==> src/rtl/game_screen_drawer.sv <==
// game_screen_drawer
// Paints the memory game's current picture into a 1-bit VGA frame buffer,
// one pixel per clock. Every new picture is an erase of the whole frame in
// raster order (x fastest) followed by a fill of the selected region.
//
// Ports:
//   clk          system clock, rising edge
//   reset        synchronous, active-high
//   display[2:0] picture code: 0 blank, 1-4 box for number 0-3, 5 full
//                screen, 6-7 blank
//   clear        one-cycle request to repaint the current code
//   x, y         pixel coordinate of the write
//   pixel_color  write data (0 off, 1 on)
//   write        frame-buffer write enable
//   busy         high while a sweep is in progress
//   done         one-cycle pulse after the final write of a request
//
// Optional feature: define GAME_SCREEN_OUTLINE_EN to draw only the box
// perimeter. The sweep still visits every box pixel, so timing is unchanged.
module game_screen_drawer #(
  parameter int unsigned SCREEN_W = 640,
  parameter int unsigned SCREEN_H = 480,
  parameter int unsigned BOX_H    = 120,
  parameter int unsigned XW       = 10,
  parameter int unsigned YW       = 9
) (
  input  logic          clk,
  input  logic          reset,
  input  logic [2:0]    display,
  input  logic          clear,
  output logic [XW-1:0] x,
  output logic [YW-1:0] y,
  output logic          pixel_color,
  output logic          write,
  output logic          busy,
  output logic          done
);

  localparam int unsigned QW = SCREEN_W / 4;
  localparam logic [XW-1:0] XMAX   = XW'(SCREEN_W - 1);
  localparam logic [YW-1:0] YMAX   = YW'(SCREEN_H - 1);
  localparam logic [YW-1:0] BOX_Y0 = YW'((SCREEN_H - BOX_H) / 2);
  localparam logic [YW-1:0] BOX_Y1 = YW'((SCREEN_H + BOX_H) / 2 - 1);

  typedef enum logic [1:0] {StIdle, StErase, StDraw, StDone} state_e;

  state_e        state_q, state_d;
  logic [XW-1:0] x_q, x_d;
  logic [YW-1:0] y_q, y_d;
  logic [2:0]    drawn_q, drawn_d;
  logic [2:0]    cur_q, cur_d;            // code being painted by this sweep
  logic [2:0]    pend_code_q, pend_code_d;
  logic          pend_q, pend_d;
  logic          pend_clr_q, pend_clr_d;  // a waiting request includes a clear
  logic          force_q, force_d;        // frame contents unknown after reset

  logic          req;
  logic          has_box;
  logic [XW-1:0] bx0, bx1;
  logic [YW-1:0] by0, by1;

  // Region bounds for the code being painted; all constants at elaboration.
  always_comb begin
    has_box = 1'b1;
    bx0     = '0;
    bx1     = XMAX;
    by0     = BOX_Y0;
    by1     = BOX_Y1;
    case (cur_q)
      3'd1: bx1 = XW'(QW - 1);
      3'd2: begin bx0 = XW'(QW);     bx1 = XW'(2 * QW - 1); end
      3'd3: begin bx0 = XW'(2 * QW); bx1 = XW'(3 * QW - 1); end
      3'd4: begin bx0 = XW'(3 * QW); bx1 = XMAX;            end
      3'd5: begin by0 = '0;          by1 = YMAX;            end
      default: has_box = 1'b0;
    endcase
  end

  assign req = (display != drawn_q) || clear;

  always_comb begin
    state_d     = state_q;
    x_d         = x_q;
    y_d         = y_q;
    drawn_d     = drawn_q;
    cur_d       = cur_q;
    pend_code_d = pend_code_q;
    pend_d      = pend_q;
    pend_clr_d  = pend_clr_q;
    force_d     = force_q;
    write       = 1'b0;
    pixel_color = 1'b0;
    busy        = 1'b0;
    done        = 1'b0;

    // Requests arriving mid-sweep are queued; the latest code wins.
    if (state_q != StIdle && req) begin
      pend_d      = 1'b1;
      pend_code_d = display;
      pend_clr_d  = pend_clr_q | clear;
    end

    unique case (state_q)
      StIdle: begin
        if (force_q || req) begin
          force_d = 1'b0;
          cur_d   = force_q ? 3'd0 : display;
          x_d     = '0;
          y_d     = '0;
          state_d = StErase;
        end
      end
      StErase: begin
        write = 1'b1;
        busy  = 1'b1;
        if (x_q == XMAX) begin
          if (y_q == YMAX) begin
            if (has_box) begin
              x_d     = bx0;
              y_d     = by0;
              state_d = StDraw;
            end else begin
              state_d = StDone;
            end
          end else begin
            x_d = '0;
            y_d = y_q + YW'(1);
          end
        end else begin
          x_d = x_q + XW'(1);
        end
      end
      StDraw: begin
        busy        = 1'b1;
        pixel_color = 1'b1;
`ifdef GAME_SCREEN_OUTLINE_EN
        write = (x_q == bx0) || (x_q == bx1) || (y_q == by0) || (y_q == by1);
`else
        write = 1'b1;
`endif
        if (x_q == bx1) begin
          if (y_q == by1) begin
            state_d = StDone;
          end else begin
            x_d = bx0;
            y_d = y_q + YW'(1);
          end
        end else begin
          x_d = x_q + XW'(1);
        end
      end
      StDone: begin
        done    = 1'b1;
        drawn_d = cur_q;
        if (pend_d && ((pend_code_d != cur_q) || pend_clr_d)) begin
          cur_d   = pend_code_d;
          x_d     = '0;
          y_d     = '0;
          state_d = StErase;
        end else begin
          state_d = StIdle;
        end
        pend_d     = 1'b0;
        pend_clr_d = 1'b0;
      end
      default: state_d = StIdle;
    endcase
  end

  always_ff @(posedge clk) begin
    if (reset) begin
      state_q     <= StIdle;
      x_q         <= '0;
      y_q         <= '0;
      drawn_q     <= 3'd0;
      cur_q       <= 3'd0;
      pend_code_q <= 3'd0;
      pend_q      <= 1'b0;
      pend_clr_q  <= 1'b0;
      force_q     <= 1'b1;
    end else begin
      state_q     <= state_d;
      x_q         <= x_d;
      y_q         <= y_d;
      drawn_q     <= drawn_d;
      cur_q       <= cur_d;
      pend_code_q <= pend_code_d;
      pend_q      <= pend_d;
      pend_clr_q  <= pend_clr_d;
      force_q     <= force_d;
    end
  end

  assign x = x_q;
  assign y = y_q;

endmodule

==> config.mk <==
export PLATFORM = sky130hd
export DESIGN_NAME = game_screen_drawer
export DESIGN_NICKNAME = d
export VERILOG_FILES = /design/src/rtl/game_screen_drawer.sv
export SDC_FILE = /design/constraint.sdc
export NUM_CORES = 1
export LEC_CHECK = 0
export BUFFER_PORTS_ARGS = -buffer_cell sky130_fd_sc_hd__buf_2
export CORE_ASPECT_RATIO = 1.25
export CORE_MARGIN = 2
export CORE_UTILIZATION = 40
export DETAILED_ROUTE_END_ITERATION = 10
export PLACE_DENSITY = 0.61
export SLEW_MARGIN = 20
export SYNTH_ARGS = -nofsm -noshare
export SYNTH_HDL_FRONTEND = slang
export SYNTH_SLANG_ARGS = --single-unit
==> constraint.sdc <==
create_clock -name clk -period 3.29 [get_ports clk]
set_input_delay 0.658 -clock clk [delete_from_list [all_inputs] [get_ports clk]]
set_output_delay 0.658 -clock clk [all_outputs]
set_load 0.02 [all_outputs]
Yosys cells after proc, flatten, opt, wreduce, memory -nomap -nowiden

Cells that the tools add are included.

Register bits: 33
Input bits: 6
Output and inout port bits: 23
Word-level logic and storage cells: 91

$add $sub $neg: 2
Equal/unequal tests: 24
Mux-type cells: 39
Bitwise operators: 1
Reduce and logical (&&, ||, !) cells: 16

Operators by type and width:

| cell                    | count |
|---|---|
| $mux W10                | 7 |
| $mux W9                 | 7 |
| $pmux W10 S4            | 1 |
| $pmux W9 S4             | 1 |
| $pmux W10 S3            | 1 |
| $pmux W9 S3             | 1 |
| $mux W8                 | 2 |
| $ne A2 B2 Y1 const B    | 7 |
| $mux W3                 | 4 |
| $add A10 B1 Y10 const B | 1 |
| $eq A10 B10 Y1          | 1 |
| $eq A10 B10 Y1 const B  | 1 |
| $mux W2                 | 5 |
| $add A9 B1 Y9 const B   | 1 |
| $eq A9 B9 Y1            | 1 |
| $eq A9 B9 Y1 const B    | 1 |
| $mux W1                 | 8 |
| $pmux W2 S4             | 1 |
| $eq A3 B2 Y1 const B    | 2 |
| $eq A3 B3 Y1 const B    | 2 |
| $ne A3 B3 Y1            | 2 |
| $ne A3 B3 Y1 const B    | 2 |
| $pmux W3 S2             | 1 |
| $reduce_and A6 Y1       | 1 |
| 15 further kinds        | 21 |

Depth between registers and ports, before layout

Depth after elaboration: 9
Gate-level depth with buffers: 11
Gate-level depth less buffers: 9

Worst setup path before layout

Ideal clock, no wire load.

Kind: register to register
Start point: register state_q[0]
End point: register y_q[2], in the netlist y[2]
Setup time: 0.069 ns
Arrival: 2.589 ns
Data required time: 3.221 ns
Setup slack: 0.632 ns
Stages on the path, launching flop included: 12
Path buffers: 2
Period minus slack after synthesis: 2.658 ns
Cell sequence: dfxtp_1 > inv_1 > ha_1 > buf_2 > or3b_2 > o41ai_1 > a211oi_1 > o2111a_2 > or2_1 > buf_6 > or4_1 > o21ai_1

Longest elaborated chain between the ends: 8
Elaborated cells between the ends (all ways): 20
Those cells by class: 10 x eq/ne; 4 x mux; 6 x reduce/logical

RTL lines:

| what                        | line | RTL |
|---|---|---|
| from (decl)                 | 47   | `state_e state_q, state_d;` |
| from (signal assigned)      | 172  | `state_q <= StIdle;` |
| from (signal assigned)      | 182  | `state_q <= state_d;` |
| $reduce_bool A2 Y1          | 97   | `if (state_q != StIdle && req) begin` |
| $logic_and A1 B1 Y1         | 97   |  |
| $mux W3                     | 97   |  |
| $ne A3 B3 Y1                | 155  | `if (pend_d && ((pend_code_d != cur_q) \|\| pend_clr_d)) begin` |
| $logic_or A1 B1 Y1          | 155  |  |
| $logic_and A1 B1 Y1         | 155  |  |
| $ne A2 B2 Y1 (no line)      | -    |  |
| $reduce_and A6 Y1 (no line) | -    |  |
| to (signal assigned)        | 184  | `y_q <= y_d;` |
| to (decl)                   | 49   | `logic [YW-1:0] y_q, y_d;` |

Parallel ways exist; a longest one is shown, timed or not.
A chain may end at the register's enable or synchronous reset.

Worst setup path after layout

Same ends and word-level chain as after synthesis.

==> metrics.md <==
| Metric | Value |
|---|---|
| Worst path required time | `3.52 ns` |
| DR iter-0 viols | `125` |
| Slowest stage cell on the critical path | `or4_1` |
| DP HPWL | `4.36 mm` |
| Crit path largest cell delay | `0.55 ns` |
| ANT nets after route | `0` |
| Core Rows | `31` |
| CTS tree | `yes` |
| CP endpoint kind | `register` |
| PostCTS Resize Cnt | `0` |
| Maximum VDD drop | `0.224 mV` |
| Mapped Avg Cell Area | `7.81 um2` |
| DR vias/cell | `5.83` |
| Post-Route Setup TNS | `0 ns` |
| Vias in the first global route | `2,111` |
| Core area | `5740 um2` |
| Worst clock skew | `0.00329 ns` |
| HP Class | `register to register` |
| Die Area | `6530 um2` |
| Least-Margin Pin Slew | `0.776 ns` |
| Mapped cell area | `2360 um2` |
| Total Power | `1.76 mW` |
| Worst rel slew slack | `0.478` |
| Post-place setup slack | `0.423 ns` |
| Area delta synth->final | `11.0%` |
| Cts hold-fix bufs | `0` |
| Largest area contributor in the netlist | `dfxtp_1` |
| DRT Wirelength | `6.11 mm` |
| RSZ-0062 raised after global routing | `no` |
| Non-Filler Instances | `391` |
| RePlAce Congestion | `0.924` |
| Final setup viols | `0` |
| Fmax | `352 MHz` |
| Synth area leaders | `dfxtp_1 28%, xnor2_1 4.5%, o21ai_0 4.2%` |
| Worst skew pair latency | `0.29 ns` |
| TritonCTS Buffers | `5` |
| Router iterations before antenna repair | `4` |
| Synth unique cells | `60` |
| # DRC | `0` |
| Asr flop ratio synth | `0` |
| Share of post-route cells with drive strength above 1 | `0.160` |
| Number of register bits inferred by synthesis | `33` |
| Pin count of the biggest net entering global routing | `27` |
| Number of max-cap violations | `0` |
| Top_reg_cell synth | `dfxtp_1` |
| I/O pins | `29` |
| WP buf/inv | `1` |
| Total gr overflow | `0` |
| Gr usage total | `0.193` |
| Die height | `89.8 um` |
| Final hold violation count | `0` |
| Power density over cell area | `673 nW/um2` |
| Root buffer cell | `clkbuf_8` |
| WP data arrival | `3.07 ns` |
| Clock transition at path regs | `0.07 ns` |
| Top-area cell type share of the netlist area | `0.280` |
| Crit start category | `register` |
| Initial antenna violation count | `0` |
| First-pass GRT wire length | `10.3 mm` |
| Status | `complete, no violations` |
| WL per Instance | `15.6 um` |
| # diodes | `0` |
| Most common cell after layout, fill and taps aside | `dfxtp_1` |
| Max-slew violations | `0` |
| Die Wd | `72.7 um` |
| Tcrit/Tclk final | `0.863` |
| Clock sinks | `33` |
| Clock Tree Buf Depth | `2` |
| Fin crit period | `2.84 ns` |
| CP top delay family | `simple AND/OR/NAND/NOR gates` |
| Post-synthesis sequential area ratio | `0.280` |
| Syn. warnings | `0` |
| Crit-path max FO | `10` |
| Synth Net Count | `314` |
| H-tree depth | `2` |
| Starting density of the core | `0.411` |
| Placed cells | `383` |
| CP Class | `register to register` |
| Worst path cell trace | `inv_1 > ha_1 > or3b_2 > o41ai_1 > a211oi_1 > o2111a_2 > or2_1 > or4_1 > o21ai_1` |
| Post-CTS Setup Repair Bufs | `0` |
| Total vias in the final route | `2,279` |
| Layout net count | `336` |
| Post-synth EDFFs | `0` |
| Setup ws final | `0.449 ns` |
| Port bufs | `28` |
| Commonest cells after routing, fill and taps aside | `33 x dfxtp_1, 28 x buf_2, 26 x nor2_1, 23 x nand2_1, 20 x o21ai_0` |
| Leakage | `1.03 nW` |
| Synth Instances | `302` |
sequential cells by signal, indices dropped and copies added (netlist names):
name         flops
state_q          2
y                9
force_q          1
pend_code_q      3
pend_q           1
pend_clr_q       1
drawn_q          3
x               10
cur_q            3
per-stage QoR:
stage	utilization	hold WS [ns]	area (um2)
floorplan	-	0.451	2360
global placement	0.441	0.489	2530
detailed placement	0.441	0.490	2530
CTS	0.456	0.501	2620
global route	0.456	0.525	2620
finish	0.456	0.501	2620
logic make-up after synthesis:
family / after synthesis / synth area share
xor gates and xnor gates: 16 / 0.0594
DFF: 33 / 0.280
buffers and inverters: 29 / 0.0531
adders and majority gates: 6 / 0.0318
AOI/OAI and AO/OA: 85 / 0.252
and+or+nand+nor: 126 / 0.293
muxes: 7 / 0.0308
final timing paths:
path | start | end | slack, ns | depth (start not counted)
hold reg to reg | force_q | force_q | 0.50 | 1
setup / recovery | state_q[0] | y[2] | 0.45 | 9
setup reg to reg | state_q[0] | y[2] | 0.45 | 9
hold / removal | force_q | force_q | 0.50 | 1
report_power, final:
group          switching (mW)  internal, mW
Sequential             0.0837         0.457
Clock                   0.157         0.147
Combinational           0.566         0.350
Yosys cell counts, types with 4 or more instances:
library cell / count
nor2_1: 26
xor2_1: 4
nor2b_1: 6
a211oi_1: 7
ha_1: 6
inv_1: 11
a21oi_1: 16
mux2i_1: 5
a31oi_1: 4
buf_2: 4
a21o_1: 4
nand2b_1: 8
nand4_1: 10
dfxtp_1: 33
clkbuf_1: 10
nor3_1: 9
o21ai_0: 20
and2_1: 4
nand3_1: 16
xnor2_1: 12
nand2_1: 23
worst register-to-register path, stage by stage (launching register included):
cell and delay [ns]:
dfxtp_1 0.38, inv_1 0.09, ha_1 0.32, or3b_2 0.49, o41ai_1 0.10, a211oi_1 0.11, o2111a_2 0.31, or2_1 0.36
or4_1 0.55, o21ai_1 0.08
metal layers:
layer  global-route usage  part of all wire  vias up
met1                0.254              0.47     1074
met2                0.322              0.49       41
met5                    0                 0        -
met3               0.0303             0.027        6
met4               0.0540             0.012        0
li1                     -                 -     1158
layout make-up:
type	count	area [um2]
clock buffer	6	72.6
clock inverter	2	10.0
fill	602	3120
inverter	11	41.3
multi-input combinational	240	1570
sequential	33	661
tap	66	82.6
timing repair buffer	33	178
Note: power is estimated with default switching activity, not from simulation.
